===== config.mk =====
export PLATFORM = sky130hd
export DESIGN_NAME = ncl_adder_2d_pipe
export DESIGN_NICKNAME = d
export VERILOG_FILES = /design/src/rtl/ncl_pkg.sv /design/src/rtl/ncl_dr_stage.sv /design/src/rtl/ncl_adder_2d_pipe.sv
export SDC_FILE = /design/constraint.sdc
export NUM_CORES = 1
export LEC_CHECK = 0
export ABC_AREA = 0
export ABC_CLOCK_PERIOD_IN_PS = 2700
export BUFFER_PORTS_ARGS = -buffer_cell sky130_fd_sc_hd__buf_2
export CAP_MARGIN = 10
export CORE_ASPECT_RATIO = 2
export CORE_MARGIN = 4
export CORE_UTILIZATION = 54
export CTS_BUF_LIST = sky130_fd_sc_hd__clkbuf_16
export CTS_CLUSTER_SIZE = 16
export DETAILED_ROUTE_END_ITERATION = 10
export PLACE_DENSITY_LB_ADDON = 0.15
export REMOVE_ABC_BUFFERS = 1
export SKIP_CTS_REPAIR_TIMING = 1
export SLEW_MARGIN = 0
export SYNTH_ARGS = -nofsm -noshare
export SYNTH_HDL_FRONTEND = slang
export SYNTH_SLANG_ARGS = --single-unit

===== constraint.sdc =====
create_clock -name clk -period 2.7 [get_ports clk]
set_input_delay 0.54 -clock clk [delete_from_list [all_inputs] [get_ports clk]]
set_output_delay 0.54 -clock clk [all_outputs]
set_load 0.005 [all_outputs]

===== src/rtl/ncl_pkg.sv =====
// Dual-rail NCL encoding, pair predicates, clocked TH22 rule and the one-bit
// dual-rail full-adder cell used by every pipeline stage.
package ncl_pkg;

  typedef struct packed {
    logic r1;
    logic r0;
  } dr_t;

  typedef struct packed {
    dr_t s;
    dr_t co;
  } grp_t;

  localparam dr_t DR_NULL = 2'b00;
  localparam dr_t DR_0    = 2'b01;
  localparam dr_t DR_1    = 2'b10;

  function automatic logic is_data(input dr_t p);
    return p.r1 ^ p.r0;
  endfunction

  function automatic logic is_null(input dr_t p);
    return ~(p.r1 | p.r0);
  endfunction

  function automatic logic is_illegal(input dr_t p);
    return p.r1 & p.r0;
  endfunction

  function automatic dr_t dr_enc(input logic b);
    return b ? DR_1 : DR_0;
  endfunction

  function automatic logic th22_next(input logic in, input logic q, input logic en);
    return (in & en) | (q & (in | en));
  endfunction

  // Carry resolves as soon as two inputs agree; sum waits for all three.
  function automatic grp_t add_grp(input dr_t a, input dr_t b, input dr_t c);
    grp_t r;
    logic all_data;
    logic par;
    all_data = is_data(a) & is_data(b) & is_data(c);
    par      = a.r1 ^ b.r1 ^ c.r1;
    r.co.r1  = (a.r1 & b.r1) | (a.r1 & c.r1) | (b.r1 & c.r1);
    r.co.r0  = (a.r0 & b.r0) | (a.r0 & c.r0) | (b.r0 & c.r0);
    r.s.r1   = all_data & par;
    r.s.r0   = all_data & ~par;
    return r;
  endfunction

endpackage


===== src/rtl/ncl_dr_stage.sv =====
// One pipeline stage: a bank of per-rail clocked TH22 registers plus a
// registered completion flag with hysteresis (sets on all-DATA, clears on all-NULL).
module ncl_dr_stage
  import ncl_pkg::*;
#(
  parameter int NPAIR = 1
) (
  input  logic             clk,
  input  logic             init,
  input  logic             en,
  input  logic [NPAIR-1:0] d_r1,
  input  logic [NPAIR-1:0] d_r0,
  output logic [NPAIR-1:0] q_r1,
  output logic [NPAIR-1:0] q_r0,
  output logic             comp
);

  logic [NPAIR-1:0] r1_q, r1_d;
  logic [NPAIR-1:0] r0_q, r0_d;
  logic             comp_q, comp_d;

  always_comb begin
    r1_d   = '0;
    r0_d   = '0;
    for (int i = 0; i < NPAIR; i++) begin
      r1_d[i] = th22_next(d_r1[i], r1_q[i], en);
      r0_d[i] = th22_next(d_r0[i], r0_q[i], en);
    end
    comp_d = comp_q;
    if (&(r1_d ^ r0_d)) begin
      comp_d = 1'b1;
    end else if (~|(r1_d | r0_d)) begin
      comp_d = 1'b0;
    end
  end

  always_ff @(posedge clk) begin
    if (init) begin
      r1_q   <= '0;
      r0_q   <= '0;
      comp_q <= 1'b0;
    end else begin
      r1_q   <= r1_d;
      r0_q   <= r0_d;
      comp_q <= comp_d;
    end
  end

  assign q_r1 = r1_q;
  assign q_r0 = r0_q;
  assign comp = comp_q;

endmodule


===== src/rtl/ncl_adder_2d_pipe.sv =====
// 2D-pipelined dual-rail NCL ripple adder: stage k adds bit group k and
// passes already-summed bits, the carry and not-yet-used B bits onward.
module ncl_adder_2d_pipe
  import ncl_pkg::*;
#(
  parameter int WIDTH = 8,
  parameter int BPS   = 1
) (
  input  logic             clk,
  input  logic             init,
  input  logic [WIDTH-1:0] a_r1,
  input  logic [WIDTH-1:0] a_r0,
  input  logic [WIDTH-1:0] b_r1,
  input  logic [WIDTH-1:0] b_r0,
  input  logic             cin_r1,
  input  logic             cin_r0,
  output logic             in_comp,
  output logic [WIDTH-1:0] s_r1,
  output logic [WIDTH-1:0] s_r0,
  output logic             co_r1,
  output logic             co_r0,
  input  logic             out_comp,
  output logic             err
);

  localparam int NSTG = WIDTH / BPS;

  // Stage k holds WIDTH sum/A pairs, one carry pair and the B pairs above
  // its group; this gives the offset of stage k in the flat register vector.
  function automatic int stg_off(input int k);
    return k * (2 * WIDTH + 1) - (BPS * k * (k + 1)) / 2;
  endfunction

  localparam int TOT  = stg_off(NSTG);
  localparam int LOFF = stg_off(NSTG - 1);

  wire [TOT-1:0]  q_r1;
  wire [TOT-1:0]  q_r0;
  wire [NSTG-1:0] comp_v;

  logic err_q, err_d;

  for (genvar gi = 0; gi < NSTG; gi++) begin : g_stg
    localparam int LO  = gi * BPS;
    localparam int HI  = LO + BPS;
    localparam int NP  = 2 * WIDTH + 1 - HI;
    localparam int OFF = stg_off(gi);

    logic [WIDTH-1:0]    in_sa_r1, in_sa_r0;
    logic [WIDTH-1:0]    out_sa_r1, out_sa_r0;
    logic [WIDTH-LO-1:0] in_b_r1, in_b_r0;
    logic                in_c_r1, in_c_r0;
    logic                en;
    logic [NP-1:0]       d_r1, d_r0;
    dr_t                 cy  [BPS+1];
    grp_t                grp [BPS];

    if (gi == 0) begin : g_in
      assign in_sa_r1 = a_r1;
      assign in_sa_r0 = a_r0;
      assign in_b_r1  = b_r1;
      assign in_b_r0  = b_r0;
      assign in_c_r1  = cin_r1;
      assign in_c_r0  = cin_r0;
    end else begin : g_in
      localparam int POFF = stg_off(gi - 1);
      assign in_sa_r1 = q_r1[POFF +: WIDTH];
      assign in_sa_r0 = q_r0[POFF +: WIDTH];
      assign in_c_r1  = q_r1[POFF + WIDTH];
      assign in_c_r0  = q_r0[POFF + WIDTH];
      assign in_b_r1  = q_r1[POFF + WIDTH + 1 +: WIDTH - LO];
      assign in_b_r0  = q_r0[POFF + WIDTH + 1 +: WIDTH - LO];
    end

    assign cy[0] = {in_c_r1, in_c_r0};
    for (genvar gj = 0; gj < BPS; gj++) begin : g_bit
      assign grp[gj]  = add_grp({in_sa_r1[LO+gj], in_sa_r0[LO+gj]},
                                {in_b_r1[gj], in_b_r0[gj]}, cy[gj]);
      assign cy[gj+1] = grp[gj].co;
    end

    always_comb begin
      out_sa_r1 = in_sa_r1;
      out_sa_r0 = in_sa_r0;
      for (int j = 0; j < BPS; j++) begin
        out_sa_r1[LO+j] = grp[j].s.r1;
        out_sa_r0[LO+j] = grp[j].s.r0;
      end
    end

    if (HI < WIDTH) begin : g_pack
      assign d_r1 = {in_b_r1[WIDTH-LO-1:BPS], cy[BPS].r1, out_sa_r1};
      assign d_r0 = {in_b_r0[WIDTH-LO-1:BPS], cy[BPS].r0, out_sa_r0};
    end else begin : g_pack
      assign d_r1 = {cy[BPS].r1, out_sa_r1};
      assign d_r0 = {cy[BPS].r0, out_sa_r0};
    end

    if (gi == NSTG - 1) begin : g_en
      assign en = ~out_comp;
    end else begin : g_en
      assign en = ~comp_v[gi+1];
    end

    ncl_dr_stage #(.NPAIR(NP)) u_stage (
      .clk  (clk),
      .init (init),
      .en   (en),
      .d_r1 (d_r1),
      .d_r0 (d_r0),
      .q_r1 (q_r1[OFF +: NP]),
      .q_r0 (q_r0[OFF +: NP]),
      .comp (comp_v[gi])
    );
  end

  always_comb begin
    err_d = err_q | (|(a_r1 & a_r0)) | (|(b_r1 & b_r0)) | (cin_r1 & cin_r0);
  end

  always_ff @(posedge clk) begin
    if (init) begin
      err_q <= 1'b0;
    end else begin
      err_q <= err_d;
    end
  end

  assign err     = err_q;
  assign in_comp = comp_v[0];
  assign s_r1    = q_r1[LOFF +: WIDTH];
  assign s_r0    = q_r0[LOFF +: WIDTH];
  assign co_r1   = q_r1[LOFF + WIDTH];
  assign co_r0   = q_r0[LOFF + WIDTH];

endmodule


## After elaboration in Yosys (flattened, before gate mapping)

Index checks and enable logic that the tools add are counted.

- Bits in registers: 209
- Input bits: 37
- Output and inout port bits: 20
- Word-level logic and storage cells: 1,057

- Equal/unequal tests: 8
- Mux-type cells: 16
- Bitwise logic cells: 990
- Reduce and logical (&&, ||, !) cells: 18

Operators by type and width:

| cell | number |
|---|---|
| $and A1 B1 Y1 | 481 |
| $or A1 B1 Y1 | 435 |
| $xor A1 B1 Y1 | 40 |
| $and A8 B8 Y8 | 2 |
| $mux W1 | 16 |
| $ne A2 B1 Y1 const B | 8 |
| $not A1 Y1 | 16 |
| $or A16 B16 Y16 | 1 |
| $reduce_and A16 Y1 | 1 |
| $reduce_or A16 Y1 | 1 |
| $reduce_or A8 Y1 | 2 |
| $xor A16 B16 Y16 | 1 |
| $or A15 B15 Y15 | 1 |
| $reduce_and A15 Y1 | 1 |
| $reduce_or A15 Y1 | 1 |
| $xor A15 B15 Y15 | 1 |
| $or A14 B14 Y14 | 1 |
| $reduce_and A14 Y1 | 1 |
| $reduce_or A14 Y1 | 1 |
| $xor A14 B14 Y14 | 1 |
| $or A13 B13 Y13 | 1 |
| $reduce_and A13 Y1 | 1 |
| $reduce_or A13 Y1 | 1 |
| $xor A13 B13 Y13 | 1 |
| other kinds (16) | 16 |

## Longest topological paths before layout

- Depth after elaboration: 11
- Gate-level depth with buffers: 9
- Depth with buffers taken out: 8

## By module

From an unflattened synthesis, not the netlist that was laid out.

- Cell total of the unflattened synthesis: 1,124
- Area total of the unflattened synthesis: 10,531.4 um^2

By module, submodules not included:

| module | instances | cells each | area each (um^2) | sequential area each (um^2) |
|---|---|---|---|---|
| ncl_dr_stage (g_stg[0].u_stage) | 1 | 166 | 1,516.5 | 660.6 |
| ncl_dr_stage (g_stg[1].u_stage) | 1 | 153 | 1,435.1 | 620.6 |
| ncl_dr_stage (g_stg[2].u_stage) | 1 | 145 | 1,312.5 | 580.6 |
| ncl_dr_stage (g_stg[3].u_stage) | 1 | 136 | 1,251.2 | 540.5 |
| ncl_dr_stage (g_stg[4].u_stage) | 1 | 125 | 1,141.1 | 500.5 |
| ncl_dr_stage (g_stg[5].u_stage) | 1 | 113 | 1,119.8 | 460.4 |
| ncl_dr_stage (g_stg[6].u_stage) | 1 | 104 | 1,066.0 | 420.4 |
| ncl_dr_stage (g_stg[7].u_stage) | 1 | 95 | 933.4 | 380.4 |
| ncl_adder_2d_pipe | 1 | 87 | 755.7 | 20.0 |

## Worst setup path after synthesis

No wires, ideal clock.

- Path type: reg-to-reg
- From: register g_stg[1].u_stage.r1_q[2]
- To: register g_stg[2].u_stage.comp_q
- Library setup time: 87 ps
- Arrival time: 2,278 ps
- Required time: 2,613 ps
- Path slack: 335 ps
- Cell stages (with the launch flop): 9
- Path buffers: 0
- Period minus slack after synthesis: 2,365 ps
- Path through: dfxtp_1 fa_1 and2_1 a41oi_1 a21o_2 ha_1 nand4_1 or4_1 o31ai_1

- Cells in the longest elaborated chain, start to end: 10
- Elaborated cells on any way between the ends: 30
- Classes of those cells: eq/ne: 1; mux: 1; bitwise: 26; reduce/logical: 2

RTL lines:

| what | RTL line | source |
|---|---|---|
| start, declared | ncl_dr_stage.sv:18 | `logic [NPAIR-1:0] r1_q, r1_d;` |
| start signal, assigned | ncl_dr_stage.sv:43 | `r1_q <= r1_d;` |
| $xor A1 B1 Y1 (on tied branches) | ncl_pkg.sv:20, ncl_pkg.sv:45 |  |
| $and A1 B1 Y1 or $xor A1 B1 Y1 (tied branches) | ncl_pkg.sv:44, ncl_pkg.sv:45 |  |
| $and A1 B1 Y1 or $not A1 Y1 (tied branches) | ncl_pkg.sv:44, ncl_pkg.sv:49 |  |
| $and A1 B1 Y1 (on tied branches) | ncl_pkg.sv:48, ncl_pkg.sv:49 |  |
| $or A1 B1 Y1 | ncl_pkg.sv:36 | `return (in & en) \| (q & (in \| en));` |
| $and A1 B1 Y1 | ncl_pkg.sv:36 |  |
| $or A1 B1 Y1 | ncl_pkg.sv:36 |  |
| $or A14 B14 Y14 or $xor A14 B14 Y14 (tied branches) | ncl_dr_stage.sv:32, ncl_dr_stage.sv:30 |  |
| $reduce_or A14 Y1 or $reduce_and A14 Y1 (tied branches) | ncl_dr_stage.sv:32, ncl_dr_stage.sv:30 |  |
| $ne A2 B1 Y1 (no source line) or $mux W1 (tied branches) | - |  |
| end signal, assigned | ncl_dr_stage.sv:45 | `comp_q <= comp_d;` |
| end, declared | ncl_dr_stage.sv:20 | `logic comp_q, comp_d;` |

Parallel ways exist; a longest one is shown, timed or not.
A chain may end at the register's enable or synchronous reset.

## Final worst setup path

Ends and elaborated chain as after synthesis.

==> impl_metrics.env <==
export IMPL_num_vias=8959
export IMPL_cts_root_buf="clkbuf_16"
export IMPL_core_area_um2=19900
export IMPL_async_reset_ff_frac=0
export IMPL_avgSynthCellArea_um2=8.48
export IMPL_ys_types=40
export IMPL_dieArea_um2=22700
export IMPL_die_width_um=109
export IMPL_grt_remaining_overflow=0
export IMPL_netlist_area_um2=10900
export IMPL_area_growth_pct=10.2
export IMPL_hold_viol=0
export IMPL_placementRows=73
export IMPL_critical_path_max_fanout=4
export IMPL_pre_cts_ws_ns=0.128
export IMPL_yosys_warnings=0
export IMPL_chipHeight_um=209
export IMPL_power_density_nw_per_um2=681
export IMPL_cp_start_kind="register"
export IMPL_clock_latency_ns=0.49
export IMPL_synth_top_cell_by_area="dfxtp_1"
export IMPL_num_nets_final=1482
export IMPL_rrSetupSlack_ns=0.17
export IMPL_cts_max_path_buffers=3
export IMPL_synth_seq_cells=209
export IMPL_yosys_top_cells_area="dfxtp_1 38%, ha_1 12%, nor2_1 11%, o21a_1 9.9%, nand2_1 5.2%"
export IMPL_power_leakage_uw=0.00481
export IMPL_fin_tns_setup_ns=0
export IMPL_htreeDepth=1
export IMPL_fin_ws_ns=0.171
export IMPL_cts_clk_slew_worst_paths_ns=0.06
export IMPL_period_needed_ns=2.53
export IMPL_synth_top_area_share=0.383
export IMPL_peakVddDrop_v=0.000564
export IMPL_synth_main_ff_cell="dfxtp_1"
export IMPL_fin_hold_ws_ns=0.417
export IMPL_skew_ns=0.0106
export IMPL_slew_headroom=0.426
export IMPL_drv_cap=0
export IMPL_status="finished clean"
export IMPL_slew_viol_final=0
export IMPL_grt_pass1_vias=8801
export IMPL_initialDrtViolationCount=337
export IMPL_gp_congestion=0.846
export IMPL_io_pins=57
export IMPL_rsz0062_at_grt="no"
export IMPL_port_buffers=56
export IMPL_worstHoldPathType="in -> reg"
export IMPL_ys_seq_area_frac=0.383
export IMPL_tightest_slew_ns=0.859
export IMPL_clock_sinks=209
export IMPL_cts_buffers=20
export IMPL_layout_drive_gt1_share=0.0893
export IMPL_drc=0
export IMPL_hpwl_mm=21.6
export IMPL_fmax_ghz=0.395
export IMPL_syn_inst=1287
export IMPL_fin_crit_sh=0.937
export IMPL_worst_ep_required_time_ns=3.10
export IMPL_crit_type="reg -> reg"
export IMPL_ant_nets=0
export IMPL_grt_pass1_wl_mm=43.2
export IMPL_totalWireLength_mm=27.1
export IMPL_synth_most_common_cell="nor2_1"
export IMPL_firstDrtPassIters=5
export IMPL_cp_arrival_ns=2.93
export IMPL_initial_core_util=0.548
export IMPL_finalPower_uw=8200
export IMPL_antenna_found_initial=0
export IMPL_endpoint_kind="register"
export IMPL_n_antenna_cell=0
export IMPL_synth_common_cells="330 x nor2_1, 209 x dfxtp_1, 151 x nand2_1"
export IMPL_synth_edff_count=0
export IMPL_tritoncts="yes"
export IMPL_grt_max_degree=71
export IMPL_routed_via_density=5.58
export IMPL_grt_use_total=0.243
export IMPL_drt_wirelength_per_cell_um=16.9
export IMPL_setup_viol=0
[sequential cells by signal, indices dropped and copies added, names as in the netlist]
signal and flops:
err 1, g_stg.u_stage.q_r1 100, g_stg.u_stage.comp 8, g_stg.u_stage.q_r0 100
[per-layer routing]
layer | track usage | vias up | share of wire
met5 | 0 | - | 0
met4 | 0.157 | 0 | 0.080
met3 | 0.0226 | 82 | 0.025
met2 | 0.488 | 172 | 0.56
met1 | 0.218 | 4214 | 0.33
li1 | - | 4491 | -
[logic make-up after synthesis]
| group | synth area share |
|---|---|
| compound gates | 0.151 |
| xor+xnor | 0.0258 |
| fa+ha+maj | 0.171 |
| buf+inv | 0.0406 |
| flops | 0.383 |
| simple gates | 0.228 |
[cells in the final DEF (no fill, tap or decap), drive strengths merged]
cell / Yosys / final
o41ai: 4 / 4
or4: 3 / 3
xor2: 21 / 21
nand3: 6 / 6
a221oi: 2 / 2
bufinv: 0 / 1
nand4: 48 / 48
ha: 103 / 103
nand3b: 1 / 1
nor2: 330 / 330
a22o: 2 / 2
dfxtp: 209 / 209
clkbuf: 5 / 21
nand2: 151 / 151
a21oi: 8 / 8
nor4: 3 / 3
and4b: 1 / 1
a21o: 14 / 14
o31ai: 5 / 5
nand4b: 10 / 10
fa: 8 / 8
nor2b: 17 / 17
o311ai: 4 / 4
a22oi: 3 / 3
nand2b: 8 / 8
maj3: 42 / 42
inv: 57 / 62
and4: 1 / 1
a31oi: 1 / 1
a211oi: 14 / 14
a41oi: 14 / 14
buf: 40 / 70
o21ai: 1 / 1
o21a: 144 / 144
clkinv: 0 / 5
and2: 7 / 7
[critical path: stages (launching register included)]
cell     delay, ns
dfxtp_1       0.37
fa_1          0.62
and2_1        0.14
a41oi_1       0.14
a21o_2        0.22
ha_1          0.26
nand4_1       0.09
or4_1         0.52
o31ai_1       0.08
[stage by stage]
| stage | area [µm²] | cells | util |
|---|---|---|---|
| CTS | 12000 | 1606 | 0.604 |
| global placement | 11400 | 1574 | 0.574 |
| global route | 12000 | 1606 | 0.604 |
| finish | 12000 | 1606 | 0.604 |
| floorplan | 10700 | 1242 | - |
| detailed placement | 11400 | 1574 | 0.574 |
[final timing paths]
check,startpoint,to,cells after the start
max,g_stg[1].u_stage.q_r1[2],g_stg[2].u_stage.comp,8
min reg2reg,g_stg[6].u_stage.q_r0[6],g_stg[6].u_stage.q_r0[6],2
max reg2reg,g_stg[1].u_stage.q_r1[2],g_stg[2].u_stage.comp,8
min,b_r1[6],err,3
[area by class of cell]
class | count | area, µm²
clock buffers | 21 | 526
clock inverters | 11 | 68.8
fillers | 1836 | 7880
inverters | 57 | 214
multi-input cells | 976 | 6300
flip-flops and latches | 209 | 4180
well taps | 262 | 328
repair buffers | 70 | 417
[power breakdown]
group | leakage (µW) | switching [µW] | internal, µW
logic | 0.00278 | 1030 | 842
registers | 0.00172 | 307 | 3370
clock network | 0.000310 | 1160 | 1480
total | 0.00481 | 2500 | 5690
Note: power is estimated with default switching activity, not from simulation.
